==> config.mk <==
export PLATFORM = sky130hd
export DESIGN_NAME = ipd_stage_flat
export DESIGN_NICKNAME = d
export VERILOG_FILES = /design/src/rtl/ipd_stage_if.sv /design/src/rtl/ipd_stage.sv /design/src/flat_wrapper.sv
export SDC_FILE = /design/constraint.sdc
export NUM_CORES = 1
export LEC_CHECK = 0
export CORE_MARGIN = 10
export CORE_UTILIZATION = 70
export DETAILED_ROUTE_END_ITERATION = 8
export DONT_BUFFER_PORTS = 1
export PLACE_DENSITY_LB_ADDON = 0.2
export SLEW_MARGIN = 0
export SYNTH_ARGS = -nofsm -noshare
export SYNTH_HDL_FRONTEND = slang
export SYNTH_SLANG_ARGS = --single-unit
==> constraint.sdc <==
create_clock -name clk -period 7.3 [get_ports clk]
set_clock_uncertainty 0.1 [all_clocks]
set_input_delay 1.46 -clock clk [delete_from_list [all_inputs] [get_ports clk]]
set_output_delay 1.46 -clock clk [all_outputs]
set_load 0.01 [all_outputs]
==> src/rtl/ipd_stage_if.sv <==
// IF/IPD/ID handshake bundle for the pre-decode stage.
// The stage takes the slave view; the environment (IF + ID side) takes the master view.
interface ipd_stage_if #(
    parameter int IN_WD  = 64,
    parameter int OUT_WD = 101
);
    logic [IN_WD-1:0]  IF_to_IPD_bus;
    logic              IF_to_IPD_valid;
    logic              IPD_allow_in;
    logic [OUT_WD-1:0] IPD_to_ID_bus;
    logic              IPD_to_ID_valid;
    logic              ID_allow_in;
    logic              br_taken_cancel;

    modport master (
        output IF_to_IPD_bus, IF_to_IPD_valid, ID_allow_in, br_taken_cancel,
        input  IPD_allow_in, IPD_to_ID_bus, IPD_to_ID_valid
    );

    modport slave (
        input  IF_to_IPD_bus, IF_to_IPD_valid, ID_allow_in, br_taken_cancel,
        output IPD_allow_in, IPD_to_ID_bus, IPD_to_ID_valid
    );
endinterface

==> src/rtl/ipd_stage.sv <==
// Instruction pre-decode stage: 2-entry FIFO between IF and ID that tags each
// instruction with LA32R branch/memory class flags and its direct branch target.
module ipd_stage #(
    parameter int IN_WD  = 64,
    parameter int OUT_WD = 101
) (
    input  logic       clk,
    input  logic       reset,
    ipd_stage_if.slave bus_if
);
    logic [31:0] pc4;
    logic [31:0] inst;
    logic [31:0] pc;
    logic [5:0]  op6;
    logic [9:0]  op10;
    logic        is_br;
    logic        is_jirl;
    logic        is_direct;
    logic        is_load;
    logic        is_store;
    logic [31:0] br_target;
    logic [OUT_WD-1:0] dec_pkt;

    assign pc4  = bus_if.IF_to_IPD_bus[63:32];
    assign inst = bus_if.IF_to_IPD_bus[31:0];
    assign pc   = pc4 - 32'd4;
    assign op6  = inst[31:26];
    assign op10 = inst[31:22];

    always_comb begin
        is_direct = (op6 == 6'h14) || (op6 == 6'h15);
        is_jirl   = (op6 == 6'h13);
        is_br     = (op6 >= 6'h13) && (op6 <= 6'h1B);
        is_load   = op10 inside {10'h0A0, 10'h0A1, 10'h0A2, 10'h0A8, 10'h0A9};
        is_store  = op10 inside {10'h0A4, 10'h0A5, 10'h0A6};
        br_target = 32'd0;
        // JIRL stays 0: its target depends on a register value only ID has.
        if (is_direct) begin
            br_target = pc + {{4{inst[9]}}, inst[9:0], inst[25:10], 2'b00};
        end else if ((op6 >= 6'h16) && (op6 <= 6'h1B)) begin
            br_target = pc + {{14{inst[25]}}, inst[25:10], 2'b00};
        end
    end

    assign dec_pkt = {is_br, is_jirl, is_direct, is_load, is_store, br_target, pc, inst};

    logic [1:0] count_q, count_d;
    logic       wr_ptr_q, wr_ptr_d;
    logic       rd_ptr_q, rd_ptr_d;
    logic       push;
    logic       pop;
    logic [OUT_WD-1:0] entry [2];

    assign bus_if.IPD_allow_in    = (count_q != 2'd2);
    assign bus_if.IPD_to_ID_valid = (count_q != 2'd0);
    assign bus_if.IPD_to_ID_bus   = entry[rd_ptr_q];

    assign push = bus_if.IF_to_IPD_valid & bus_if.IPD_allow_in & ~bus_if.br_taken_cancel;
    assign pop  = bus_if.IPD_to_ID_valid & bus_if.ID_allow_in & ~bus_if.br_taken_cancel;

    always_comb begin
        count_d  = count_q;
        wr_ptr_d = wr_ptr_q;
        rd_ptr_d = rd_ptr_q;
        if (bus_if.br_taken_cancel) begin
            count_d  = 2'd0;
            wr_ptr_d = 1'b0;
            rd_ptr_d = 1'b0;
        end else begin
            count_d  = count_q + 2'(push) - 2'(pop);
            wr_ptr_d = wr_ptr_q ^ push;
            rd_ptr_d = rd_ptr_q ^ pop;
        end
    end

    always_ff @(posedge clk) begin
        if (!reset) begin
            count_q  <= 2'd0;
            wr_ptr_q <= 1'b0;
            rd_ptr_q <= 1'b0;
        end else begin
            count_q  <= count_d;
            wr_ptr_q <= wr_ptr_d;
            rd_ptr_q <= rd_ptr_d;
        end
    end

    // Entries are cleared on reset so the bus reads 0 until the first push.
    genvar gi;
    generate
        for (gi = 0; gi < 2; gi++) begin : g_entry
            logic [OUT_WD-1:0] slot_q;
            always_ff @(posedge clk) begin
                if (!reset) begin
                    slot_q <= '0;
                end else if (push && (wr_ptr_q == 1'(gi))) begin
                    slot_q <= dec_pkt;
                end
            end
            assign entry[gi] = slot_q;
        end
    endgenerate
endmodule

==> src/flat_wrapper.sv <==
// flat-port wrapper written by rule: the top's interface ports become plain ports
module ipd_stage_flat 
#(
    parameter int IN_WD  = 64,
    parameter int OUT_WD = 101
)
  (clk, reset, bus_if_IF_to_IPD_bus, bus_if_IF_to_IPD_valid, bus_if_ID_allow_in, bus_if_br_taken_cancel, bus_if_IPD_allow_in, bus_if_IPD_to_ID_bus, bus_if_IPD_to_ID_valid);
  ipd_stage_if #(.IN_WD(IN_WD), .OUT_WD(OUT_WD)) bus_if_i ();
  input  logic clk;
  input  logic reset;
  input wire logic [$bits(bus_if_i.IF_to_IPD_bus)-1:0] bus_if_IF_to_IPD_bus;
  input wire logic [$bits(bus_if_i.IF_to_IPD_valid)-1:0] bus_if_IF_to_IPD_valid;
  input wire logic [$bits(bus_if_i.ID_allow_in)-1:0] bus_if_ID_allow_in;
  input wire logic [$bits(bus_if_i.br_taken_cancel)-1:0] bus_if_br_taken_cancel;
  output wire logic [$bits(bus_if_i.IPD_allow_in)-1:0] bus_if_IPD_allow_in;
  output wire logic [$bits(bus_if_i.IPD_to_ID_bus)-1:0] bus_if_IPD_to_ID_bus;
  output wire logic [$bits(bus_if_i.IPD_to_ID_valid)-1:0] bus_if_IPD_to_ID_valid;
  assign bus_if_i.IF_to_IPD_bus = bus_if_IF_to_IPD_bus;
  assign bus_if_i.IF_to_IPD_valid = bus_if_IF_to_IPD_valid;
  assign bus_if_i.ID_allow_in = bus_if_ID_allow_in;
  assign bus_if_i.br_taken_cancel = bus_if_br_taken_cancel;
  assign bus_if_IPD_allow_in = bus_if_i.IPD_allow_in;
  assign bus_if_IPD_to_ID_bus = bus_if_i.IPD_to_ID_bus;
  assign bus_if_IPD_to_ID_valid = bus_if_i.IPD_to_ID_valid;
  ipd_stage #(.IN_WD(IN_WD), .OUT_WD(OUT_WD)) u_core (.clk(clk), .reset(reset), .bus_if(bus_if_i));
endmodule
# Word level (Yosys, flattened, before mapping)
# Cells that the tools add are included.
# word_totals
ff_bits,206
inputBits,69
out_inout_bits,103
wordCells,50
# classes
n_addsub,5
magnitude_cmp,4
eq_ne,12
n_mux,5
n_bitwise,10
reduce_logical,9
# ops
operator,count
$mux 101,3
$eq 10x8->1 const B,8
$add 32x32->32,2
$mux 32,2
$sub 32x3->32 const B,1
$eq 6x5->1 const B,3
$ge 6x5->1 const B,2
$le 6x5->1 const B,1
$reduce_bool 5->1,1
$and 1x1->1,4
$logic_and 1x1->1,4
$not 1->1,3
$reduce_bool 3->1,1
$add 2x1->2,1
$ge 2x2->1 const B,1
$ne 2x2->1 const B,1
$not 1->2,1
$reduce_bool 2->1,1
$reduce_or 2->1,1
$sub 2x1->2,1
$xor 1x1->1,2
$logic_or 1x1->1,1

# Logic depth before layout (Yosys ltp)
# Gate-level depths: netlist of run 1.
# depth
word_depth,5
mapped_depth,20
ltp_nobuf,19

# Worst setup path before layout of run 1
# No wires, ideal clock.
# synth_timing
kind,input port to flip-flop
start,input bus_if_IF_to_IPD_bus[34]
end,register u_core.g_entry[0].slot_q[91]
setup_ns,0.132
arrival_time_ns,5.132
t_required_ns,7.068
slack_ns,1.935
stages,18
n_path_buf,1
cell_sequence,inv_1 -> ha_1 -> nor3b_1 -> nand2b_1 -> nor4_2 -> nand2b_1 -> nor4_1 -> xnor2_1 -> inv_1 -> ha_1 -> clkbuf_1 -> nand4_1 -> or3_1 -> a2111oi_0 -> or4_1 -> o211ai_1 -> nor2_1 -> a21oi_1
# synth_between
elab_chain_len,4
word_cells_on_any_way,5
classes_between,3 x add/sub; 2 x mux
# synth_lines
element,line_no,source
from (decl),flat_wrapper.sv:11,input wire logic [$bits(bus_if_i.IF_to_IPD_bus)-1:0] bus_if_IF_to_IPD_bus;
$sub 32x3->32 *,ipd_stage.sv:26,assign pc = pc4 - 32'd4;
via u_core.pc[20],ipd_stage.sv:13,logic [31:0] pc;
$add 32x32->32,ipd_stage.sv:41,"br_target = pc + {{14{inst[25]}}, inst[25:10], 2'b00};"
$mux 32,ipd_stage.sv:40,end else if ((op6 >= 6'h16) && (op6 <= 6'h1B)) begin
$mux 32 *,ipd_stage.sv:38,if (is_direct) begin
to (signal assigned),ipd_stage.sv:97,slot_q <= dec_pkt;
to (decl),ipd_stage.sv:92,logic [OUT_WD-1:0] slot_q;
# The timed path passes the listed nets; every way through them passes the cells marked *.
# A chain may end at the register's enable or synchronous reset.

# Worst setup path after layout of run 1
# Same ends and word-level chain as after synthesis.

==> results of run 1 <==
[cells by family after synthesis]
| family | Yosys count | synth area share (%) |
|---|---|---|
| xor gates and xnor gates | 53 | 4.14 |
| DFF | 206 | 34.7 |
| adders and majority gates | 51 | 5.44 |
| AOI/OAI and AO/OA | 305 | 16.5 |
| and+or+nand+nor | 420 | 16.6 |
| muxes | 205 | 18.3 |
| buffers and inverters | 137 | 4.33 |
[state kept, by name, summed over array words and instances, names as in the netlist]
name	count
u_core.wr_ptr_q	1
u_core.count_q	2
u_core.rd_ptr_q	1
u_core.g_entry.slot_q	202
[final cells by class]
cell class / count / area (sq um)
Sequential cell: 206 / 4130
Timing Repair Buffer: 8 / 60.1
Multi-Input combinational cell: 1034 / 7270
Tap cell: 220 / 275
Clock buffer: 31 / 646
Clock inverter: 9 / 154
Inverter: 52 / 198
Fill cell: 1204 / 3850
[through the flow]
step	worst slack, ns	utilization, %
after global routing	1.19	76.8
after CTS	1.64	76.8
after detailed placement	1.13	71.9
after global placement	1.30	71.9
after floorplan	1.94	-
final	1.58	76.8
[power by group]
group          leakage (nW)  internal (mW)  switching, mW
registers              1.67           1.16         0.0192
clock network         0.391          0.760          0.457
logic                  2.77          0.169          0.278
total                  4.83           2.09          0.755
[worst paths after layout]
kind | start | to | slack (ns) | cells past startpoint
max | bus_if_IF_to_IPD_bus[34] | u_core.g_entry[0].slot_q[91] | 1.58 | 18
min | u_core.g_entry[0].slot_q[66] | u_core.g_entry[0].slot_q[66] | 0.37 | 2
max reg2reg | u_core.count_q[0] | u_core.g_entry[0].slot_q[75] | 4.53 | 8
min reg2reg | u_core.g_entry[0].slot_q[66] | u_core.g_entry[0].slot_q[66] | 0.37 | 2
[tightest hold or removal path: stages (launching register included)]
cell and delay (ns):
dfxtp_1 0.30, nand2b_1 0.06, a21oi_1 0.06
[metal layers]
metal	track usage, %	part of all wire [%]	up-vias	wire length [um]
met1	36.4	42	4719	13600
li1	-	-	4820	-
met2	44.2	46	378	14900
met5	0	0	-	0
met4	6.46	1.9	0	601
met3	7.32	9.6	54	3100
[synth_stat cells (16+ instances only)]
master and n:
o21ai_0 62, nor2_1 222, mux2_2 100, inv_1 51, mux2i_1 105, ha_1 50, a21o_1 17, xnor2_1 34
dfxtp_1 206, clkbuf_1 69, buf_1 16, a21oi_1 81, nand3_1 28, xor2_1 17, a211oi_1 75, nor3_1 22
nand2b_1 20, nand2_1 52
[cell usage in the layout, fill, tap and decap left out, types with 10 or more instances in the layout]
cell       netlist  routed
nor2_1         222     222
dfxtp_1        206     205
mux2i_1        105     105
mux2_2         100     100
a21oi_1         81      81
a211oi_1        75      75
o21ai_0         62      62
nand2_1         52      52
inv_1           51      51
ha_1            50      48
xnor2_1         34      34
nand3_1         28      28
clkbuf_16        0      23
nor3_1          22      21
nand2b_1        20      20
xor2_1          17      17
a21o_1          17      17
a31oi_1         14      14
or3_1           10      10
==> results.toml, run 1 <==
[min_path]
hold_class = "flop to flop"

[die]
io-pin-count = 172
core_sq_um = 16600
die_h_um = 150
rows = 47
dieArea_sq_um = 22600
initial_utilization_pct = 71.6
die_x_um = 150

[placed_design]
dp_hpwl_mm = 23.2
dp_cells = 1520
gp_congestion = 1.00
dpl_cell_area_sq_um = 11900
io_buffer_count = 0

[synthesis]
syn_nets = 1497
yosys.area.top_type_share_pct = 34.7
synth_area_leaders = "dfxtp_1, mux2_2, mux2i_1, nor2_1, ha_1"
ys_ff_latch = 206
synth.avg_cell_area_sq_um = 8.62
synthesis.yosys.warnings = 0
syn_area_sq_um = 11900
syn_inst = 1377
ys.flop_type = "dfxtp_1"
synth-edff-count = 0
synth.distinct_cells = 66
synth-seq-area-share_pct = 34.7
yosysTopAreaCell = "dfxtp_1"
postSynth.asyncResetShare_pct = 0

[cts]
postCtsHoldBufs = 0
cts_setup_buffers = 0
cts_root_buf = "clkbuf_16"
clk_pin_slew_ns = 0.06
clk_latency_ns = 0.50
htreeDepth = 1
cts_tree = "built"
post_cts_resized = 0
cts.path.max_buffers = 3
numCtsBuffers = 22
cts.sinks = 206

[global_routing]
grt_pass1_wl_mm = 51.2
grt_usage_pct = 27.6
antenna_found_initial = 0
grt_overflow = 0
grt_pass1_vias = 9466
grt_max_degree = 106

[sta]
fin_setup_tns_ns = 0
finalMaxSlewViolations = 0
setup_viol = 0
grt_setup_unrepaired = "false"
final-hold-violation-count = 0
hold_ws_ns = 0.372
final.min_clock_period_ns = 5.72
tightest_slew_ns = 1.05
max_freq_mhz = 175
post-route-period-util_pct = 78.4
slew_headroom_pct = 29.9

[critical_path]
end_kind = "flop"
critPathBufInv = 2
worstPathCellList = "inv_1, ha_1, nor3b_1, nand2b_1, nor4_2, nand2b_1, nor3_1, nand3b_1, xor2_1, inv_1, ha_1, nand4_1, or3_1, a2111oi_0, or4_1, o211ai_1, nor2_1, a21oi_1"
cpPeakStageDelay_ns = 0.63
critical_path_class = "input port to flop"
critPathTopFamily = "simple AND/OR/NAND/NOR gates"
start_kind = "input port"
slowest_stage = "a2111oi_0"
arrival_ns = 5.99
cp_max_fo = 12
crit_required_ns = 7.57

[detailed_routing]
finalWirelength_mm = 32.2
ant_nets = 0
drt_iter0_markers = 667
wl_per_cell_um = 20.7
vias_per_cell = 6.39
vias = 9971
firstDrtPassIters = 8
drc = 0

[power]
ir_drop_v = 0.000226
total_leakage_power_nw = 4.83
p_total_mw = 2.84
power.density_nw_per_um2 = 223

[finish]
final_area_sq_um = 12700
syn_to_final_growth_pct = 7.17
fin_cells = 1560
drive_above_1_share_pct = 12.2
nets = 1444
insertedDiodeCount = 0

[job]
cap_violations = 0

[status]
status = "complete, no violations"
Note: power is estimated with default switching activity, not from simulation.
==> run 2, diff against run 1 <==
--- a/config.mk
+++ b/config.mk
@@ -6,7 +6,7 @@
 export NUM_CORES = 1
 export LEC_CHECK = 0
 export CORE_MARGIN = 10
-export CORE_UTILIZATION = 70
+export CORE_UTILIZATION = 65
 export DETAILED_ROUTE_END_ITERATION = 8
 export DONT_BUFFER_PORTS = 1
 export PLACE_DENSITY_LB_ADDON = 0.2
==> constraint.sdc (replaced) <==
create_clock -name clk -period 5.6 [get_ports clk]
set_clock_uncertainty 0.1 [all_clocks]
set_input_delay 1.12 -clock clk [delete_from_list [all_inputs] [get_ports clk]]
set_output_delay 1.12 -clock clk [all_outputs]
set_load 0.01 [all_outputs]
==> run 2 against run 1 <==
Effect of this change: sequential power up 31%; largest power group is now sequential cells; critical endpoint is now u_core.g_entry[0].slot_q[90]; critical path depth unchanged; total power up 28%; die area up 6.6%; register-to-register slack worse by 1.6 ns; final area up 0.86%; non-clock buffer count up 17.
==> results.toml, run 2 (synthesized netlist as in run 1, its figures left out) <==
[cts]
cts.sinks = 206
clk_latency_ns = 0.50
cts_root_buf = "clkbuf_16"
cts_setup_buffers = 0
cts.path.max_buffers = 3
cts_tree = "built"
htreeDepth = 1
post_cts_resized = 0
numCtsBuffers = 22
postCtsHoldBufs = 0
clk_pin_slew_ns = 0.06

[placed_design]
dp_hpwl_mm = 24.0
dpl_cell_area_sq_um = 12100
io_buffer_count = 0
gp_congestion = 0.937

[global_routing]
antenna_found_initial = 0
grt_max_degree = 91
grt_pass1_wl_mm = 52.0
grt_usage_pct = 26.0
grt_overflow = 0
grt_pass1_vias = 9477

[power]
ir_drop_v = 0.000274
p_total_mw = 3.63
total_leakage_power_nw = 4.90
power.density_nw_per_um2 = 282

[critical_path]
r2r_slack_ns = 2.89
critical_path_class = "input port to flop"
crit_required_ns = 5.84
cp_max_fo = 7
regToRegStartpoint = "u_core.count_q[0]"
r2r_end = "u_core.g_entry[0].slot_q[40]"
critPathTopFamily = "simple AND/OR/NAND/NOR gates"
r2r_cells = 7
end_kind = "flop"
critPathBufInv = 3
arrival_ns = 5.27
start_kind = "input port"
slowest_stage = "o21ai_1"
cpPeakStageDelay_ns = 0.48
worstPathCellList = "inv_1, ha_1, nor3b_1, buf_4, nand2b_1, nor4_2, nand2b_1, nor2_1, xnor2_1, inv_1, ha_1, nand4_1, or3_1, o21ai_1, o311ai_0, a21oi_1, nand3b_1, a31oi_1"

[detailed_routing]
vias = 10002
finalWirelength_mm = 33.0
firstDrtPassIters = 5
drc = 0
ant_nets = 0
vias_per_cell = 6.31
drt_iter0_markers = 865
wl_per_cell_um = 20.8

[finish]
largest_register = "u_core.g_entry.slot_q"
largest_register_ffs = 202
nets = 1461
layout_common_cells = "nor2_1, dfxtp_1, mux2i_1"
multi_input_area_sq_um = 7270
syn_to_final_growth_pct = 8.10
final_area_sq_um = 12800
seqCellArea_sq_um = 4130
drive_above_1_share_pct = 13.1
insertedDiodeCount = 0
reg_top3 = "u_core.g_entry.slot_q: 202 flops, u_core.count_q: 2 flops"
layout_commonest_cell = "nor2_1"
fillCellCount = 1391

[min_path]
hold_class = "flop to flop"
whs_endpoint = "u_core.g_entry[0].slot_q[66]"
hold_path.startpoint = "u_core.g_entry[0].slot_q[66]"
min_path_cells = 2

[sta]
finalMaxSlewViolations = 0
setup_viol = 0
tightest_slew_ns = 0.948
final-hold-violation-count = 0
hold_ws_ns = 0.371
grt_setup_unrepaired = "false"
max_freq_mhz = 199
final.min_clock_period_ns = 5.03
post-route-period-util_pct = 89.8
slew_headroom_pct = 36.8
fin_setup_tns_ns = 0

[die]
io-pin-count = 172
initial_utilization_pct = 66.1
die_x_um = 155
dieArea_sq_um = 24100
rows = 49
die_h_um = 155
core_sq_um = 18000

[status]
status = "complete, no violations"

[job]
cap_violations = 0
-- run 2: changes by cell type in the layout (fill, tap and decap cells not counted), sizes merged --
cell      previous run  this run
clkinvlp             1         0
bufinv               4         2
clkbuf              31        32
buf                  8        25
-- run 2: worst max path at each step --
stage                        startpoint                           end  depth (start not counted)
5_1_grt        bus_if_IF_to_IPD_bus[34]  u_core.g_entry[0].slot_q[95]                         20
2_1_floorplan  bus_if_IF_to_IPD_bus[34]  u_core.g_entry[0].slot_q[91]                         18
6_report       bus_if_IF_to_IPD_bus[34]  u_core.g_entry[0].slot_q[90]                         18
3_3_place_gp   bus_if_IF_to_IPD_bus[34]  u_core.g_entry[0].slot_q[91]                         20
4_1_cts        bus_if_IF_to_IPD_bus[34]  u_core.g_entry[0].slot_q[91]                         20
3_5_place_dp   bus_if_IF_to_IPD_bus[34]  u_core.g_entry[0].slot_q[91]                         20
-- run 2: layout make-up --
class                           count  share of cell area (%)
Timing Repair Buffer               25                    1.66
Clock buffer                       32                    5.14
Tap cell                          229                    2.23
Multi-Input combinational cell   1034                    56.6
Sequential cell                   206                    32.2
Inverter                           52                    1.54
Clock inverter                      6                   0.672
-- run 2: power breakdown --
part	leakage (nW)	internal [mW]	switching (mW)
sequential	1.67	1.51	0.0247
clock	0.370	0.908	0.589
combinational	2.86	0.229	0.365
total	4.90	2.65	0.978
-- run 2: routing by layer --
layer | vias up | global-route usage, % | part of all wire [%]
li1 | 4849 | - | -
met1 | 4731 | 34.3 | 44
met2 | 364 | 42.0 | 46
met3 | 58 | 6.48 | 8.2
met4 | 0 | 5.97 | 2.0
met5 | - | 0 | 0
-- run 2: per-stage QoR --
step                cells  setup slack, ns  util [%]
floorplan            1377            0.575         -
global placement     1546            0.264      67.3
detailed placement   1546            0.125      67.3
CTS                  1584            0.624      71.5
global route         1584            0.211      71.5
finish               1584            0.569      71.5
-- run 2: worst register-to-register path: stages (launching register included) --
cell and delay (ns):
dfxtp_1 0.33, inv_1 0.06, nand2_1 0.13, and3b_1 0.32, ha_4 0.70, buf_4 0.57
nor2_1 0.12, a211oi_1 0.29
==> run 3, diff against run 2 <==
--- a/config.mk
+++ b/config.mk
@@ -6,9 +6,8 @@
 export NUM_CORES = 1
 export LEC_CHECK = 0
 export CORE_MARGIN = 10
-export CORE_UTILIZATION = 65
+export CORE_UTILIZATION = 60
 export DETAILED_ROUTE_END_ITERATION = 8
-export DONT_BUFFER_PORTS = 1
 export PLACE_DENSITY_LB_ADDON = 0.2
 export SLEW_MARGIN = 0
 export SYNTH_ARGS = -nofsm -noshare
==> constraint.sdc (replaced) <==
create_clock -name clk -period 6.3 [get_ports clk]
set_clock_uncertainty 0.1 [all_clocks]
set_input_delay 1.26 -clock clk [delete_from_list [all_inputs] [get_ports clk]]
set_output_delay 1.26 -clock clk [all_outputs]
set_load 0.01 [all_outputs]
==> run 3 against run 2 <==
Effect of this change: hold slack got worse by 0.0019 ns; total power decreased by 8.7%; utilization increased by 3.4 points; critical endpoint is now u_core.g_entry[0].slot_q[95]; sequential power decreased by 11%; highest routed layer unchanged.
==> results.toml, run 3 (synthesized netlist as in run 1, its figures left out) <==
[status]
status = "complete, no violations"

[die]
rows = 51
core_sq_um = 19500
initial_utilization_pct = 61.0
die_x_um = 161
die_h_um = 161
dieArea_sq_um = 25800
io-pin-count = 172

[sta]
hold_ws_ns = 0.369
slew_headroom_pct = 39.1
grt_setup_unrepaired = "false"
fin_setup_tns_ns = 0
post-route-period-util_pct = 90.6
max_freq_mhz = 175
setup_slack_ns = 0.590
final.min_clock_period_ns = 5.71
final-hold-violation-count = 0
setup_viol = 0
tightest_slew_ns = 0.909
finalMaxSlewViolations = 0

[critical_path]
crit_required_ns = 6.56
r2r_slack_ns = 3.69
arrival_ns = 5.97
end_kind = "flop"
r2r_end = "u_core.g_entry[1].slot_q[41]"
critical_path_class = "input port to flop"
regToRegStartpoint = "u_core.count_q[0]"
cp_max_fo = 9
start_kind = "input port"
r2r_cells = 7

[global_routing]
use_met1_pct = 35.5
antenna_found_initial = 0
grt_pass1_vias = 10633
grt_usage_pct = 26.3
grt_overflow = 0
grt_busiest_layer = "met2"
use_met2_pct = 42.9
grt_pass1_wl_mm = 56.9
grtUsageMet3_pct = 4.96
grt_max_degree = 179

[finish]
layout_commonest_cell = "nor2_1"
fillCellCount = 1430
largest_register = "u_core.g_entry.slot_q"
seqCellArea_sq_um = 4130
syn_to_final_growth_pct = 22.7
insertedDiodeCount = 0
multi_input_area_sq_um = 7270
largest_register_ffs = 202
final_area_sq_um = 14600
nets = 1636
layout_common_cells = "nor2_1, dfxtp_1, clkdlybuf4s50_1"
reg_top3 = "u_core.g_entry.slot_q: 202 flops, u_core.count_q: 2 flops"
drive_above_1_share_pct = 11.7

[placed_design]
gp_congestion = 0.946
pre_cts_slack_ns = 0.167
dp_hpwl_mm = 25.1
io_buffer_count = 171
dpl_cell_area_sq_um = 13900

[job]
cap_violations = 0

[min_path]
hold_path.startpoint = "u_core.g_entry[1].slot_q[80]"
whs_endpoint = "u_core.g_entry[1].slot_q[80]"
min_path_cells = 2
hold_class = "flop to flop"

[power]
internal_power_mw = 2.38
power_frac_seq_pct = 41.2
power.density_nw_per_um2 = 227
clkPwrFrac_pct = 38.5
comb_power_share_pct = 20.2
power_switching_mw = 0.926
ir_drop_v = 0.000217
swShare_pct = 28.0
total_leakage_power_nw = 5.52

[detailed_routing]
vias_per_cell = 5.94
ant_nets = 0
drt_iter0_markers = 800
finalWirelength_mm = 35.0
drc = 0
vias = 10661
wl_per_cell_um = 19.5
firstDrtPassIters = 5

[cts]
clk_pin_slew_ns = 0.06
htreeDepth = 1
postCtsHoldBufs = 0
cts_tree = "built"
cts_root_buf = "clkbuf_16"
post_cts_resized = 0
cts.sinks = 206
cts.path.max_buffers = 3
cts_setup_buffers = 0
numCtsBuffers = 23
clk_latency_ns = 0.50
==> run 3: cell types whose count changed in the layout (fill, tap and decap cells not counted) <==
cell / previous run / this run
buf_4: 23 / 26
clkinv_4: 0 / 1
clkbuf_8: 5 / 3
clkbuf_1: 4 / 6
inv_8: 1 / 0
bufinv_16: 2 / 1
clkinv_2: 3 / 4
clkdlybuf4s50_1: 0 / 171
==> run 3: how the worst max path moves through the flow <==
stage	from	end	cells past startpoint
finish	bus_if_IF_to_IPD_bus[34]	u_core.g_entry[0].slot_q[95]	20
global route	bus_if_IF_to_IPD_bus[34]	u_core.g_entry[0].slot_q[91]	19
CTS	bus_if_IF_to_IPD_bus[34]	u_core.g_entry[1].slot_q[91]	19
detailed placement	bus_if_IF_to_IPD_bus[34]	u_core.g_entry[1].slot_q[91]	19
global placement	bus_if_IF_to_IPD_bus[34]	u_core.g_entry[0].slot_q[91]	18
floorplan	bus_if_IF_to_IPD_bus[34]	u_core.g_entry[0].slot_q[91]	18
==> run 3: power by group through the flow <==
stage / clock network [mW] / registers [mW] / logic (mW)
floorplan: 0 / 1.39 / 0.404
global placement: 0 / 1.39 / 0.652
detailed placement: 0 / 1.39 / 0.656
CTS: 1.29 / 1.36 / 0.662
global route: 1.34 / 1.37 / 0.729
finish: 1.27 / 1.37 / 0.670
==> run 3: cell type report <==
type                            instances  area share, %
Clock buffer                           32           4.39
Clock inverter                          6          0.404
Inverter                               52           1.36
Multi-Input combinational cell       1034           49.9
Sequential cell                       206           28.3
Tap cell                              265           2.28
Timing Repair Buffer                  199           13.4
==> run 3: metrics by stage <==
step           std cells  total power, mW  util (%)
3_5_place_dp        1756             2.05      71.3
5_1_grt             1794             3.44      74.9
4_1_cts             1794             3.32      74.9
6_report            1794             3.31      74.9
3_3_place_gp        1756             2.04      71.3
2_1_floorplan       1377             1.79         -
==> run 3: critical path, stage by stage <==
cell	delay, ns
clkdlybuf4s50_1	0.48
inv_1	0.12
ha_1	0.18
nor3b_1	0.30
nand2b_1	0.19
nor4_2	0.37
nand2b_1	0.22
nor3_1	0.29
nand3b_1	0.13
xor2_1	0.26
inv_1	0.16
ha_1	0.48
a21oi_1	0.11
o21ai_0	0.37
a21oi_1	0.13
o21ai_0	0.30
nor4_2	0.06
a21o_1	0.19
nor3_1	0.27
a21oi_1	0.11
==> run 3: per-layer routing <==
metal	vias to the layer above	wire length, um
met5	-	0
met4	0	580
met3	42	2580
met2	384	16200
met1	5027	15600
li1	5208	-
